<file path="src/rtl/dct_da_pkg.sv">
// dct_da_pkg: shared widths, FSM encoding and Z6 coefficients for the DA MAC
package dct_da_pkg;
  localparam int DEF_DATA_W = 12;
  localparam int DEF_ROM_W  = 16;
  localparam int DEF_OUT_W  = DEF_ROM_W + DEF_DATA_W;
  localparam logic signed [15:0] C2_Q14 = 16'sh3B21;
  localparam logic signed [15:0] C6_Q14 = 16'sh187D;
  typedef enum logic [1:0] {WAKE, IDLE, RUN, DONE} state_e;
endpackage

</file>
<file path="src/rtl/da_bit_slicer.sv">
// da_bit_slicer: three parallel-load shift registers emitting MSB-first address slices
// Ports: clk, rst_n (async, active-low), load (capture xa/xb/xc), shift (advance one bit),
//        xa/xb/xc samples, addr = {xa[msb], xb[msb], xc[msb]} of the current slice.
module da_bit_slicer #(
  parameter int W = 12
) (
  input  logic         clk,
  input  logic         rst_n,
  input  logic         load,
  input  logic         shift,
  input  logic [W-1:0] xa,
  input  logic [W-1:0] xb,
  input  logic [W-1:0] xc,
  output logic [2:0]   addr
);
  logic [W-1:0] sa_q, sa_d, sb_q, sb_d, sc_q, sc_d;
  always_comb begin
    sa_d = load ? xa : shift ? sa_q << 1 : sa_q;
    sb_d = load ? xb : shift ? sb_q << 1 : sb_q;
    sc_d = load ? xc : shift ? sc_q << 1 : sc_q;
  end
  always_ff @(posedge clk or negedge rst_n)
    if (!rst_n) begin
      sa_q <= '0;
      sb_q <= '0;
      sc_q <= '0;
    end else begin
      sa_q <= sa_d;
      sb_q <= sb_d;
      sc_q <= sc_d;
    end
  assign addr = {sa_q[W-1], sb_q[W-1], sc_q[W-1]};
endmodule

</file>
<file path="src/rtl/dct_da_bitserial_mac.sv">
// dct_da_bitserial_mac: bit-serial distributed-arithmetic MAC for the Z6 DCT lane
// Ports: clk, rst_n (async, active-low); in_valid/in_ready handshake for xa/xb/xc;
//        rom_cs/rom_addr drive the Z6 coefficient ROM, rom_data returns combinationally;
//        out_valid/out_ready handshake for the Q14 result z_out.
module dct_da_bitserial_mac
  import dct_da_pkg::*;
#(
  parameter int DATA_W = DEF_DATA_W,
  parameter int ROM_W  = DEF_ROM_W,
  parameter int OUT_W  = ROM_W + DATA_W
) (
  input  logic              clk,
  input  logic              rst_n,
  input  logic              in_valid,
  output logic              in_ready,
  input  logic [DATA_W-1:0] xa,
  input  logic [DATA_W-1:0] xb,
  input  logic [DATA_W-1:0] xc,
  output logic              rom_cs,
  output logic [2:0]        rom_addr,
  input  logic [ROM_W-1:0]  rom_data,
  output logic              out_valid,
  input  logic              out_ready,
  output logic [OUT_W-1:0]  z_out
);
  localparam int CNT_W = $clog2(DATA_W);

  if (DATA_W < 2) begin : g_bad_width
    $error("dct_da_bitserial_mac: DATA_W must be at least 2");
  end

  state_e                   state_q, state_d;
  logic [CNT_W-1:0]         bit_q, bit_d;
  logic signed [OUT_W-1:0]  acc_q, acc_d, z_q, z_d, rom_ext;
  logic                     load, last;
  logic [2:0]               slice;

  da_bit_slicer #(.W(DATA_W)) u_slicer (
    .clk   (clk),
    .rst_n (rst_n),
    .load  (load),
    .shift (rom_cs),
    .xa    (xa),
    .xb    (xb),
    .xc    (xc),
    .addr  (slice)
  );

  always_ff @(posedge clk or negedge rst_n)
    if (!rst_n) state_q <= WAKE;
    else        state_q <= state_d;

  always_comb begin
    state_d = state_q;
    case (state_q)
      WAKE:    state_d = IDLE;
      IDLE:    state_d = in_valid ? RUN : IDLE;
      RUN:     state_d = last ? DONE : RUN;
      DONE:    state_d = out_ready ? IDLE : DONE;
      default: state_d = WAKE;
    endcase
  end

  always_comb begin
    in_ready  = state_q == IDLE;
    rom_cs    = state_q == RUN;
    out_valid = state_q == DONE;
    rom_addr  = rom_cs ? slice : 3'd0;
  end

  // The MSB slice carries negative weight in two's complement, so it seeds acc negated.
  assign rom_ext = {{(OUT_W-ROM_W){rom_data[ROM_W-1]}}, rom_data};
  assign load    = in_ready && in_valid;
  assign last    = rom_cs && bit_q == '0;

  always_comb begin
    acc_d = load ? '0 : !rom_cs ? acc_q :
            bit_q == CNT_W'(DATA_W-1) ? -rom_ext : (acc_q <<< 1) + rom_ext;
    bit_d = load ? CNT_W'(DATA_W-1) : (rom_cs && !last) ? bit_q - CNT_W'(1) : bit_q;
    z_d   = last ? acc_d : z_q;
  end

  always_ff @(posedge clk or negedge rst_n)
    if (!rst_n) begin
      acc_q <= '0;
      bit_q <= '0;
      z_q   <= '0;
    end else begin
      acc_q <= acc_d;
      bit_q <= bit_d;
      z_q   <= z_d;
    end

  assign z_out = z_q;
endmodule

</file>
<file path="config.mk">
export PLATFORM = sky130hd
export DESIGN_NAME = dct_da_bitserial_mac
export DESIGN_NICKNAME = d
export VERILOG_FILES = /design/src/rtl/dct_da_pkg.sv /design/src/rtl/da_bit_slicer.sv /design/src/rtl/dct_da_bitserial_mac.sv
export SDC_FILE = /design/constraint.sdc
export NUM_CORES = 1
export LEC_CHECK = 0
export ABC_CLOCK_PERIOD_IN_PS = 3900
export BUFFER_PORTS_ARGS = -buffer_cell sky130_fd_sc_hd__buf_2
export CAP_MARGIN = 40
export CORE_ASPECT_RATIO = 0.6
export CORE_MARGIN = 4
export CORE_UTILIZATION = 45
export DETAILED_ROUTE_END_ITERATION = 16
export PLACE_DENSITY = 0.71
export SLEW_MARGIN = 5
export SYNTH_ARGS = -nofsm -noshare
export SYNTH_HDL_FRONTEND = slang
export SYNTH_HIERARCHICAL = 1
export SYNTH_SLANG_ARGS = --single-unit
</file>
<file path="constraint.sdc">
create_clock -name clk -period 3.9 [get_ports clk]
set_clock_uncertainty 0.15 [all_clocks]
set_input_delay 0.39 -clock clk [delete_from_list [all_inputs] [get_ports clk]]
set_output_delay 0.39 -clock clk [all_outputs]
set_load 0.005 [all_outputs]
</file>
==> metrics.md <==
| Metric | Value |
|---|---|
| H-tree depth | `3` |
| RSZ-0062 raised after global routing | `no` |
| Initial Util | `0.471` |
| Outcome | `finished clean` |
| Synth cell types | `64` |
| Min-delay worst type | `in -> reg` |
| DR vias | `5396` |
| Cell Area, Synth | `0.00619 mm²` |
| Synth area leader | `dfrtp_1` |
| Top post-synthesis cells by area | `dfrtp_1, nand2_1, ha_1` |
| Largest net degree at the start of global routing | `68` |
| Post-DP HPWL | `12900 µm` |
| R2r setup slk | `0.75 ns` |
| Critical Path RT | `4.01 ns` |
| Hold Violations, Final | `0` |
| Crit path kind | `reg -> reg` |
| Fillcell total | `1236` |
| Startpoint types | `flip-flop` |
| Vias in the first global route | `5155` |
| Grt ovf | `0` |
| Relative slew slack | `0.475` |
| Tot GR Track Use | `0.218` |
| Endpoints failing setup | `0` |
| Setup TNS | `0 ns` |
| Hold-critical path depth | `2` |
| P_leak | `0.00320 µW` |
| Die Area | `0.0158 mm²` |
| Die X | `159 µm` |
| Area grow syn2layout | `13.3%` |
| Sequential share of the synthesized area | `0.392` |
| Core Area | `0.0131 mm²` |
| Cells after Synth | `696` |
| Launch point of the worst hold path | `out_ready` |
| DRT iter0 DRCs | `518` |
| Worst vdd ir | `0.000309 V` |
| Detailed Routing Iterations Pass 1 | `5` |
| R2r endpoint | `acc_q[25]` |
| Critical Path AT | `3.26 ns` |
| Design Power | `5770 µW` |
| Crit-path max FO | `6` |
| Root buffer cell | `clkbuf_16` |
| Antenna violations before repair | `1` |
| Nets | `856` |
| CTS Buf Count | `9` |
| Worst Reg-to-Reg Cells | `9` |
| Port bufs | `89` |
| Max-Cap Viols | `0` |
| DRT Wirelength | `17100 µm` |
| CTS Sinks | `97` |
| Synth top cells by count | `nand2_1, dfrtp_1, a21oi_1` |
| Antenna cell count | `0` |
| Multi-input gate area | `0.00346 mm²` |
| Syn Nets | `783` |
| Top FF cell, synth | `dfrtp_1` |
| Crit path from | `acc_q[0]` |
| Post-synth EDFFs | `0` |
| Via/cell ratio | `5.72` |
| Pins Over Slew Limit | `0` |
| Hold path endpoint | `state_q[1]` |
| Post-synth top area share | `0.392` |
| Worst-Margin Slew | `0.784 ns` |
| Gpl congestion | `0.965` |
| Layout cell share with drive strength beyond 1 | `0.167` |
| Period utilisation layout | `0.808` |
| Syn Area/Cell | `8.89 µm²` |
| Critical Path End Type | `flip-flop` |
| Total area of sequential cells | `0.00243 mm²` |
| Max clock buf depth | `2` |
| Clk Latency, worst-skew pair | `0.35 ns` |
| Power Density | `822 mW/mm²` |
| CTS tree | `yes` |
| CTS clock-pin slew for the worst setup and hold paths | `0.07 ns` |
| Count leader, synth | `nand2_1` |
| Fmax | `0.317 GHz` |
| DRC viols | `0` |
| Worst R2R Start | `acc_q[0]` |
| Row count | `32` |
| Per-cell routed wire length | `18.1 µm` |
| Synth async-reset ratio | `1.00` |
| IO Count | `90` |
| Number of synthesized register bits | `97` |
| DIE HEIGHT | `98.8 µm` |
| Fin crit period | `3.15 ns` |
| Final ANT Viol Nets | `0` |
| Final core occ | `0.534` |
| First-pass GRT wire length | `27500 µm` |
| Ys Warns | `6` |
==> final cells by class <==
class | instances | share of cell area
well taps | 170 | 0.0303
flip-flops and latches | 97 | 0.346
clock buffers | 12 | 0.0366
inverters | 17 | 0.00910
repair buffers | 99 | 0.0767
multi-input cells | 545 | 0.494
clock inverters | 4 | 0.00732
==> worst max path at each step <==
stage                end
5_1_grt        z_out[18]
3_3_place_gp   acc_q[25]
4_1_cts        acc_q[25]
3_5_place_dp   acc_q[25]
2_1_floorplan  acc_q[25]
6_report       acc_q[25]
==> critical path, stage by stage, from the launching register on <==
cell and delay, ns:
dfrtp_1 0.38, ha_1 0.22, fa_1 0.42, a21o_1 0.24
a221o_1 0.33, a31o_1 0.29, o311ai_4 0.37, o21ai_4 0.15
mux2_4 0.32, a211oi_2 0.20
==> layout by cell type (no fill, tap or decap), types with 15 or more instances in the layout <==
| master | n |
|---|---|
| a21o_1 | 19 |
| a21oi_1 | 49 |
| buf_2 | 88 |
| dfrtp_1 | 97 |
| ha_1 | 30 |
| inv_1 | 15 |
| mux2i_1 | 34 |
| nand2_1 | 118 |
| nand3_1 | 16 |
| nor2_1 | 47 |
| nor3_1 | 15 |
| o21ai_0 | 48 |
| o21ai_1 | 29 |
| xnor2_1 | 18 |
| xor2_1 | 15 |
==> layer usage <==
| layer | wire, µm | GRT usage | vias up |
|---|---|---|---|
| li1 | - | - | 2628 |
| met1 | 8360 | 0.325 | 2548 |
| met2 | 6820 | 0.304 | 196 |
| met3 | 1750 | 0.0827 | 22 |
| met4 | 151 | 0.0393 | 2 |
| met5 | 13 | 0 | - |
==> state kept, by name (all words and copies together), names as in the netlist <==
name           cells
z_out             28
acc_q             27
u_slicer/sa_q     12
u_slicer/sb_q     12
u_slicer/sc_q     12
bit_q              4
state_q            2
==> cell families (layout without fill, tap and decap cells) <==
family | after synthesis | count (layout) | share of synthesized area
and+or+nand+nor | 231 | 231 | 0.167
adders and majority gates | 31 | 31 | 0.0639
AOI/OAI and AO/OA | 211 | 211 | 0.217
DFF | 97 | 97 | 0.392
muxes | 39 | 39 | 0.0647
xor gates and xnor gates | 33 | 33 | 0.0467
buffers and inverters | 54 | 132 | 0.0483
==> power by group <==
| group | switching (µW) | leakage [µW] | internal (µW) |
|---|---|---|---|
| sequential | 290 | 0.00114 | 1470 |
| clock | 389 | 0.000149 | 533 |
| combinational | 1880 | 0.00192 | 1210 |
==> stage by stage <==
stage / hold slack (ns) / instances / setup slack (ns) / instance area, µm²
2_1_floorplan: -0.0556 / 696 / 0.981 / 6190
3_3_place_gp: 0.268 / 927 / 0.675 / 6690
3_5_place_dp: 0.277 / 927 / 0.623 / 6690
6_report: 0.0565 / 944 / 0.748 / 7010
4_1_cts: 0.0429 / 944 / 0.767 / 7010
5_1_grt: 0.0363 / 944 / 0.593 / 7010
==> repair_timing <==
action,4_1_cts,5_1_grt
endpoints found under the hold margin,42,0
setup buffers,0,0
gates resized for setup,0,0
hold buffers,1,0
(Power assumes the default switching activity.)
